`src/rtl/mpmc9_pkg.sv`:
```
// mpmc9_pkg: shared constants, reservation entry type and line-match helper for the controller
package mpmc9_pkg;
    localparam int NAR = 2;
    localparam int LINE_LSB = 4;
    localparam logic [3:0] NO_CH = 4'hF;
    typedef struct packed {
        logic        v;
        logic [3:0]  ch;
        logic [31:0] adr;
    } resv_entry_t;
    typedef enum logic [1:0] {SEL_OWN, SEL_FREE, SEL_VICT} alloc_sel_t;
    function automatic logic line_match(input logic [31:0] a, input logic [31:0] b);
        return a[31:LINE_LSB] == b[31:LINE_LSB];
    endfunction
endpackage

```
`src/rtl/mpmc9_resv_alloc.sv`:
```
// mpmc9_resv_alloc: picks the reservation slot (own entry, else lowest free, else victim)
module mpmc9_resv_alloc
    import mpmc9_pkg::*;
(
    input  logic [NAR-1:0] valid,
    input  logic [NAR-1:0] own,
    input  logic [2:0]     victim,
    output logic [2:0]     idx,
    output logic [1:0]     sel
);
    always_comb begin
        idx = victim;
        sel = SEL_VICT;
        // descending scans leave the lowest index; the owner scan runs last so it wins
        for (int i = NAR - 1; i >= 0; i--) begin
            if (!valid[i]) begin
                idx = 3'(i);
                sel = SEL_FREE;
            end
        end
        for (int i = NAR - 1; i >= 0; i--) begin
            if (own[i]) begin
                idx = 3'(i);
                sel = SEL_OWN;
            end
        end
    end
endmodule

```
`src/rtl/mpmc9_resv_ctrl.sv`:
```
// mpmc9_resv_ctrl: load-reserve/store-conditional reservation table with write snoop and channel clear
module mpmc9_resv_ctrl
    import mpmc9_pkg::*;
(
    input  logic               clk,
    input  logic               rst,
    input  logic               rsv_req,
    input  logic [3:0]         rsv_ch,
    input  logic [31:0]        rsv_adr,
    output logic               rsv_ack,
    input  logic               wr_req,
    input  logic [31:0]        wr_adr,
    input  logic               clr_req,
    input  logic [3:0]         clr_ch,
    output logic [4*NAR-1:0]   resv_ch,
    output logic [32*NAR-1:0]  resv_adr,
    output logic [3:0]         resv_cnt,
    output logic [2:0]         victim
);
    resv_entry_t    tab   [NAR];
    resv_entry_t    mid   [NAR];
    resv_entry_t    tab_n [NAR];
    logic [NAR-1:0] mid_v;
    logic [NAR-1:0] own;
    logic [2:0]     idx;
    logic [2:0]     vic_n;
    logic [1:0]     sel;
    logic           ack_n;
    logic [3:0]     cnt_n;

    always_comb begin
        for (int i = 0; i < NAR; i++) begin
            mid[i] = tab[i];
            if ((wr_req && line_match(tab[i].adr, wr_adr)) || (clr_req && tab[i].ch == clr_ch))
                mid[i].v = 1'b0;
            mid_v[i] = mid[i].v;
            own[i]   = mid[i].v && mid[i].ch == rsv_ch;
        end
    end

    mpmc9_resv_alloc u_alloc (
        .valid  (mid_v),
        .own    (own),
        .victim (victim),
        .idx    (idx),
        .sel    (sel)
    );

    always_comb begin
        tab_n = mid;
        ack_n = rsv_req && rsv_ch != NO_CH;
        vic_n = (ack_n && sel == SEL_VICT) ? (victim == 3'(NAR - 1) ? 3'd0 : victim + 3'd1) : victim;
        cnt_n = '0;
        for (int i = 0; i < NAR; i++) begin
            if (ack_n && idx == 3'(i))
                tab_n[i] = '{v: 1'b1, ch: rsv_ch, adr: rsv_adr};
            cnt_n = cnt_n + 4'(tab_n[i].v);
        end
    end

    always_ff @(posedge clk) begin
        if (rst) begin
            for (int i = 0; i < NAR; i++)
                tab[i] <= '0;
            victim   <= '0;
            rsv_ack  <= 1'b0;
            resv_cnt <= '0;
        end else begin
            tab      <= tab_n;
            victim   <= vic_n;
            rsv_ack  <= ack_n;
            resv_cnt <= cnt_n;
        end
    end

    for (genvar g = 0; g < NAR; g++) begin : g_out
        assign resv_ch[4*g +: 4]   = tab[g].v ? tab[g].ch : NO_CH;
        assign resv_adr[32*g +: 32] = tab[g].v ? tab[g].adr : 32'h0;
    end
endmodule
```
`config.mk`:
```
export PLATFORM = sky130hd
export DESIGN_NAME = mpmc9_resv_ctrl
export DESIGN_NICKNAME = d
export VERILOG_FILES = /design/src/rtl/mpmc9_pkg.sv /design/src/rtl/mpmc9_resv_alloc.sv /design/src/rtl/mpmc9_resv_ctrl.sv
export SDC_FILE = /design/constraint.sdc
export NUM_CORES = 1
export LEC_CHECK = 0
export CORE_MARGIN = 10
export CORE_UTILIZATION = 47
export DETAILED_ROUTE_END_ITERATION = 8
export GPL_ROUTABILITY_DRIVEN = 0
export PLACE_DENSITY = 0.83
export SYNTH_ARGS = -nofsm -noshare
export SYNTH_HDL_FRONTEND = slang
export SYNTH_SLANG_ARGS = --single-unit
```
`constraint.sdc`:
```
create_clock -name clk -period 2.81 [get_ports clk]
set_input_delay 0.281 -clock clk [delete_from_list [all_inputs] [get_ports clk]]
set_output_delay 0.281 -clock clk [all_outputs]
set_load 0.01 [all_outputs]
```
**After elaboration in Yosys (flattened, before gate mapping)**

Cells that the tools add are included.

- Add/subtract/negate cells: 2
- Eq/ne operators: 10
- Reductions and logical operators: 13
- Multiplexer cells: 17

Operators by type and width:

| operator | count |
|---|---|
| 2-to-1 mux 37 bit | 2 |
| 2-to-1 mux 32 bit | 2 |
| == test 28 bit | 2 |
| == test 4 bit | 4 |
| 2-to-1 mux 3 bit | 5 |
| logical AND 1 bit | 10 |
| 2-to-1 mux 2 bit | 4 |
| 2-to-1 mux 4 bit | 2 |
| == test 3 x 1 -> 1 bit (second input constant) | 2 |
| != test 4 bit (second input constant) | 1 |
| adder 3 x 1 -> 3 bit (second input constant) | 1 |
| logical NOT 3 bit | 1 |
| adder 1 x 1 -> 2 bit | 1 |
| == test 2 bit (second input constant) | 1 |
| logical OR 1 bit | 2 |
| 2-to-1 mux 1 bit | 2 |

- Word-level logic and storage cells: 51
- Register bits after elaboration: 82

**Depth between registers and ports, before layout**

Gate-level depths: netlist of run 1.

- Word-level depth: 12
- Gate-level depth with buffers: 11
- Depth with buffers taken out: 9

**By module**

A second synthesis of run 1 with hierarchy kept.

- Cells, all modules: 539
- Area total of the unflattened synthesis: 4172.8 um^2

By module, submodules not included:

| module | area each (um^2) | instances | cells an instance |
|---|---|---|---|
| mpmc9_resv_ctrl | 4121.5 | 1 | 532 |
| mpmc9_resv_alloc | 51.3 | 1 | 7 |

**Worst setup path after synthesis of run 1**

Ideal clock, no wire load.

- Kind: reg-to-reg
- Start: reg tab (netlist bit mid[63])
- End: reg resv_cnt[0]
- Period minus slack after synthesis: 2.602 ns
- Setup slack: 0.208 ns
- Setup time: 0.127 ns
- Data required time: 2.683 ns
- Arrival: 2.475 ns
- Cell stages (with the launch flop): 12
- Cell sequence: dfxtp_1 xor2_1 nor4_1 nand4_1 or4b_4 o2bb2ai_2 o21ai_1 buf_4 buf_4 nand2_1 ha_1 nor2b_1

- Longest elaborated chain between the ends: 11

RTL lines:

| element | RTL line | RTL |
|---|---|---|
| start, declared | mpmc9_resv_ctrl.sv:20 | `resv_entry_t tab [NAR];` |
| start signal, assigned | mpmc9_resv_ctrl.sv:69 | `tab <= tab_n;` |
| == test 28 bit * | mpmc9_pkg.sv:13 | `return a[31:LINE_LSB] == b[31:LINE_LSB];` |
| logical AND 1 bit * | mpmc9_resv_ctrl.sv:34 | `if ((wr_req && line_match(tab[i].adr, wr_adr)) \|\| (clr_req && tab[i].ch == clr_ch))` |
| logical OR 1 bit * | mpmc9_resv_ctrl.sv:34 |  |
| 2-to-1 mux 1 bit * | mpmc9_resv_ctrl.sv:34 |  |
| 2-to-1 mux 3 bit | mpmc9_resv_alloc.sv:16 | `if (!valid[i]) begin` |
| 2-to-1 mux 3 bit (2 in series) | mpmc9_resv_alloc.sv:22 | `if (own[i]) begin` |
| == test 3 x 1 -> 1 bit / logical NOT 3 bit (equally long branches) | mpmc9_resv_ctrl.sv:55 | `if (ack_n && idx == 3'(i))` |
| logical AND 1 bit | mpmc9_resv_ctrl.sv:55 |  |
| 2-to-1 mux 37 bit | mpmc9_resv_ctrl.sv:55 |  |
| adder 1 x 1 -> 2 bit * | mpmc9_resv_ctrl.sv:57 | `cnt_n = cnt_n + 4'(tab_n[i].v);` |
| net cnt_n[0] | mpmc9_resv_ctrl.sv:29 | `logic [3:0] cnt_n;` |
| end signal, assigned | mpmc9_resv_ctrl.sv:72 | `resv_cnt <= cnt_n;` |
| end, declared | mpmc9_resv_ctrl.sv:17 | `output logic [3:0] resv_cnt,` |

Mark *: on every way through the listed nets, which the timed path passes. The rest lies on a longest branch.
A chain may end at the register's enable or synchronous reset.

**Worst setup path in the final report of run 1**

- Start: in wr_adr[21]
- End: reg tab (netlist bit mid[60])

- Longest elaborated chain between the ends: 10

RTL lines:

| element | RTL line | RTL |
|---|---|---|
| start, declared | mpmc9_resv_ctrl.sv:12 | `input logic [31:0] wr_adr,` |
| == test 28 bit | mpmc9_pkg.sv:13 |  |
| logical AND 1 bit | mpmc9_resv_ctrl.sv:34 |  |
| logical OR 1 bit | mpmc9_resv_ctrl.sv:34 |  |
| 2-to-1 mux 1 bit | mpmc9_resv_ctrl.sv:34 |  |
| 2-to-1 mux 3 bit (2 in series) | mpmc9_resv_alloc.sv:16 |  |
| 2-to-1 mux 3 bit | mpmc9_resv_alloc.sv:22 |  |
| 2-to-1 mux 3 bit * | mpmc9_resv_alloc.sv:22 |  |
| logical NOT 3 bit * | mpmc9_resv_ctrl.sv:55 |  |
| logical AND 1 bit * | mpmc9_resv_ctrl.sv:55 |  |

Mark *: on every way between the ends. The rest lies on a longest branch, timed or not.

==> results.toml, run 1 <==
[sta]
slew_headroom_pct = 52.3
setup_viol_count_final = 0
timing.final.ws_setup_ns = 0.0963
holdWs_ns = 0.479
grt_setup_unrepaired = "false"
worst_slew_pin_slew_ns = 0.716
fmaxAchievable_mhz = 368
post-route-period-util_pct = 96.6
period_minus_slack_ns = 2.71
worst_clock_skew_ns = 0.0143
slew_viol_final = 0
finalHoldViolCount = 0

[logic_synthesis]
synth_cell_types = 41
yosysWarningCount = 0
seq_area_frac_synth_pct = 33.3
synth_area_sq_um = 4810
synth-seq-cells = 80
netlist_instances = 528
avgSynthCellArea_sq_um = 9.12

[routing]
routed_via_density = 5.12
drtPass1Iterations = 5
antenna_left = 0
route.detailed.drc = 0
drt-total-wl_um = 15100
vias = 4274
drt_iter0_drc = 259
avgRoutedWirePerCell_um = 18.1

[clock_tree]
cts_resized = 0
cts.sinks = 80
clock_path_buffers = 2
postCtsSetupBuffers = 0
ctsHoldBuffers = 0
htree_num_levels = 3
cts_buffers = 9
ctsRootBufferMaster = "clkbuf_8"
clock_latency_ns = 0.35
cts_tree = "built"
clkSlewWorstSetupHoldPaths_ns = 0.08

[floorplan]
die_width_um = 121
die_area_sq_um = 14700
io_pins = 157
initial_core_util_pct = 48.8
core_area_sq_um = 9860
die_y_um = 121
fp-row-count = 36

[worst_setup_path]
r2r_cells = 8
worst_ep_required_time_ns = 3.07
r2r_end = "mid[60]"
r2r_start = "mid[48]"
crit_family = "buffers and inverters"
critical_path.max_fanout = 14
cp-start-kind = "input pin"
arrival_ns = 2.97
critical-path-slowest-cell = "clkdlybuf4s50_1"
path_common_cell = "buf_4"
reg2reg_slack_ns = 0.24
crit_chain = "clkdlybuf4s50_1 -> buf_4 -> xnor2_1 -> nand4_1 -> nor4_2 -> buf_4 -> a21o_1 -> buf_4 -> o2bb2ai_1 -> a21oi_2 -> buf_12 -> mux2i_1"
path_class = "input pin to flip-flop"
end_kind = "flip-flop"
crit_buf_inv = 5
slowest_delay_ns = 0.44

[min_path]
min_from = "mid[39]"
hold_end = "mid[39]"
hold_depth = 2
hp-class = "flip-flop to flip-flop"

[cells_and_area]
antenna_cells = 0
final.fill_count = 787
final_util_pct = 69.7
area_growth_pct = 42.8
drive_gt1_share_pct = 9.12
nets = 775

[grt]
first_global_vias = 4580
antenna_found_initial = 0
grt_pass1_wl_um = 23800
overflow = 0
grt_usage_pct = 19.8
grt_max_degree = 54

[power]
irDropWorstVdd_uv = 268
power.total_mw = 2.83
power.leakage_nw = 2.71
power-per-cell-area_nw_per_um2 = 412

[run]
max_cap_violations = 0

[place]
hpwl_um = 11800
place_ws_ns = -0.254
io_buffers = 150

[run_status]
status = "finished clean"
-- worst max path at each step --
stage | start | to | slack [ns] | depth (start not counted)
final | wr_adr[21] | mid[60] | 0.1 | 12
after global placement | wr_adr[21] | mid[54] | -0.15 | 12
after detailed placement | wr_adr[26] | resv_cnt[0] | -0.25 | 12
after global routing | wr_adr[21] | mid[60] | 0.000003 | 12
after floorplan | mid[63] | resv_cnt[0] | 0.21 | 11
after CTS | wr_adr[26] | mid[60] | 0.06 | 12
-- tightest hold or removal path, delay by kind of cell (launching register included) --
kind	cells	cell delay, ns
flip-flops	1	0.32
AND/OR/NAND/NOR	1	0.06
multiplexers	1	0.06
-- metrics by stage --
step,setup TNS (ns),cell area (sq um),cells
5_1_grt,0,6870,835
3_5_place_dp,-14.16,6670,819
2_1_floorplan,0,4820,529
6_report,0,6870,835
3_3_place_gp,-7.58,6670,819
4_1_cts,0,6860,835
-- cells in the mapped netlist (all sizes together) --
master / count / share of area [%]
a31o: 1 / 0.18
buf: 9 / 1.4
o41ai: 1 / 0.18
a21oi: 6 / 0.62
nor2b: 3 / 0.39
nor3: 4 / 0.65
ha: 1 / 0.26
mux2: 1 / 0.23
xor2: 20 / 3.6
o31ai: 2 / 0.31
xnor2: 49 / 8.9
a21o: 1 / 0.16
nand2: 10 / 0.78
or2b: 2 / 0.31
clkbuf: 20 / 1.6
inv: 4 / 0.31
nand2b: 123 / 16
or4b: 1 / 0.29
and4: 3 / 0.55
dfxtp: 80 / 33
o2bb2ai: 2 / 0.49
mux2i: 72 / 15
nor4: 9 / 1.2
or4: 2 / 0.31
and3: 1 / 0.13
or2: 1 / 0.13
nand3: 6 / 0.62
a2bb2oi: 2 / 0.49
nor2: 5 / 0.39
conb: 1 / 0.078
nand4: 13 / 1.7
o21ai: 2 / 0.21
o2111ai: 3 / 0.55
and2: 66 / 8.6
a31oi: 2 / 0.26
-- per-layer routing --
metal	vias to the layer above	track usage (%)	part of all wire [%]
met5	-	0	0
met4	0	6.56	1.9
met3	18	4.00	7.1
met2	154	33.4	48
met1	2014	24.6	43
li1	2088	-	-
-- area by class of cell --
cell class / count / area (sq um) / share of cell area (%)
clock buffer: 12 / 165 / 2.40
inverter: 4 / 15.0 / 0.218
timing repair buffer: 186 / 1820 / 26.4
tap: 133 / 166 / 2.42
clock inverter: 4 / 27.5 / 0.400
multi-input combinational: 416 / 3080 / 44.8
sequential: 80 / 1600 / 23.3
-- registers in the layout (all words and copies together) (netlist names) --
name,flops
mid,72
rsv_ack,1
victim,3
resv_cnt,2
tab,2
-- power by group --
group,switching [mW],total (mW),leakage (nW),internal (mW)
combinational,0.334,0.739,1.96,0.405
sequential,0.0711,1.28,0.654,1.21
clock,0.421,0.813,0.0906,0.392
-- placed cells by master (no fill, tap or decap), drive strengths merged, types with 5 or more instances in the layout --
cell type        n
dfxtp           80
nor4             9
nand2           10
and2            66
xnor2           49
clkbuf          12
a21oi            6
mux2i           72
buf             37
nand3            6
xor2            20
clkdlybuf4s50  149
nand4           13
nor2             5
nand2b         123
-- logic make-up after synthesis --
group           after synthesis  synth area share, %
compound gates               22                 3.46
xor+xnor                     69                 12.6
fa+ha+maj                     1                0.260
buf+inv                      33                 3.22
flops                        80                 33.3
mux                          73                 15.2
other cells                   1               0.0779
simple gates                249                 32.0
Power figures use the tool's default switching activity.
==> run 2: changes to the inputs <==
--- a/config.mk
+++ b/config.mk
@@ -5,6 +5,8 @@
 export SDC_FILE = /design/constraint.sdc
 export NUM_CORES = 1
 export LEC_CHECK = 0
+export CAP_MARGIN = 20
+export CORE_ASPECT_RATIO = 2
 export CORE_MARGIN = 10
 export CORE_UTILIZATION = 47
 export DETAILED_ROUTE_END_ITERATION = 8
==> run 2 against run 1 <==
Core utilization is 1.9 points lower. First-iteration DRC count is 22% lower. Via count is 1.1% higher. Largest power group unchanged.
==> results.toml, run 2 (same netlist as run 1, synthesis figures left out) <==
[place]
place_ws_ns = -0.190
hpwl_um = 12600
place_inst = 810
io_buffers = 150

[floorplan]
core_area_sq_um = 10100
fp-row-count = 52
die_area_sq_um = 14900
initial_core_util_pct = 47.7
die_width_um = 91.6
io_pins = 157
die_y_um = 163

[routing]
avgRoutedWirePerCell_um = 19.2
drt_iter0_drc = 201
drt-total-wl_um = 15900
route.detailed.drc = 0
antenna_left = 0
routed_via_density = 5.22
drtPass1Iterations = 5
vias = 4319

[clock_tree]
cts_buffers = 9
cts.sinks = 80
htree_num_levels = 3
clock_path_buffers = 2
clkSlewWorstSetupHoldPaths_ns = 0.06
ctsRootBufferMaster = "clkbuf_16"
clock_latency_ns = 0.34
cts_tree = "built"

[cells_and_area]
multi_input_area_sq_um = 3070
largest_reg_flops = 72
regArea_sq_um = 1600
final_cells = 827
area_growth_pct = 41.9
layout_common_cells = "clkdlybuf4s50_1, nand2b_1, dfxtp_1"
final_common_cell = "clkdlybuf4s50_1"
nets = 764
final.fill_count = 840
drive_gt1_share_pct = 7.24

[sta]
fmaxAchievable_mhz = 377
grt_setup_unrepaired = "false"
slew_viol_final = 0
post-route-period-util_pct = 94.4
worst_slew_pin_slew_ns = 0.853
period_minus_slack_ns = 2.65
setup_viol_count_final = 0
slew_headroom_pct = 43.1
timing.final.ws_setup_ns = 0.157
finalHoldViolCount = 0
worst_clock_skew_ns = 0.00623

[power]
power-per-cell-area_nw_per_um2 = 450
power.leakage_nw = 2.67
irDropWorstVdd_uv = 314

[grt]
overflow = 0
grt_max_degree = 118
antenna_found_initial = 1
grt_pass1_wl_um = 24800
grt_usage_pct = 21.0
first_global_vias = 4716

[worst_setup_path]
arrival_ns = 2.85
cp-start-kind = "input pin"
path_class = "input pin to flip-flop"
end_kind = "flip-flop"
critical_path.max_fanout = 5
worst_ep_required_time_ns = 3.00
reg2reg_slack_ns = 0.24

[run_status]
status = "finished clean"

[min_path]
hp-class = "flip-flop to flip-flop"

[run]
max_cap_violations = 0
[run 2: changes by cell type in the layout (fill, tap and decap cells not counted), moves of 3 or more]
cell,delta
clkbuf_16,+9
buf_12,-3
buf_4,-9
clkbuf_8,-11
[run 2: what timing repair did]
action                                  4_1_cts  5_1_grt
endpoints found under the setup margin        0        1
resized for setup                             0        1
buffers inserted                              0        0
hold buffers                                  0        0
[run 2: cell type report]
type / count / share of cell area (%)
Sequential cell: 80 / 23.4
Clock buffer: 11 / 3.55
Clock inverter: 5 / 0.476
Timing Repair Buffer: 175 / 24.9
Multi-Input combinational cell: 416 / 44.9
Antenna cell: 1 / 0.0366
Inverter: 4 / 0.220
Tap cell: 135 / 2.47
[run 2: final timing paths]
path                                  from     endpoint  cells past startpoint
worst max-delay path            wr_adr[24]  resv_cnt[0]                     11
worst min register to register      mid[1]       mid[1]                      2
worst min-delay path                mid[1]       mid[1]                      2
worst max register to register     mid[48]  resv_cnt[0]                      9
[run 2: where the power goes]
group          total [mW]  switching, mW  internal, mW
clock network        1.08          0.462         0.619
logic               0.717          0.334         0.382
registers            1.28         0.0707          1.21
total                3.08          0.867          2.21
[run 2: critical path, stage by stage]
cell and delay, ns:
clkdlybuf4s50_1 0.46, xnor2_1 0.28, buf_4 0.17, nand4_1 0.08
nor3_1 0.18, or4b_4 0.53, o2bb2ai_2 0.18, o21ai_2 0.21
nand2_1 0.08, ha_1 0.26, nor2b_1 0.13
[run 2: per-stage QoR]
| step | power, mW | setup TNS (ns) | cell area (sq um) | utilization, % | hold slack, ns |
|---|---|---|---|---|---|
| 2_1_floorplan | 1.67 | 0 | 4820 | - | 0.440 |
| 3_3_place_gp | 2.00 | -1.18 | 6550 | 65.0 | 0.457 |
| 3_5_place_dp | 2.02 | -4.15 | 6550 | 65.0 | 0.469 |
| 4_1_cts | 3.08 | 0 | 6830 | 67.7 | 0.477 |
| 5_1_grt | 3.19 | 0 | 6830 | 67.8 | 0.500 |
| 6_report | 3.08 | 0 | 6830 | 67.8 | 0.478 |
[run 2: routing by layer]
metal	global-route usage [%]	part of all wire, %	wire length, um
met1	19.6	34	5360
met4	11.2	4.2	670
met2	40.4	57	9030
met3	4.83	5.0	796
met5	0	0	0
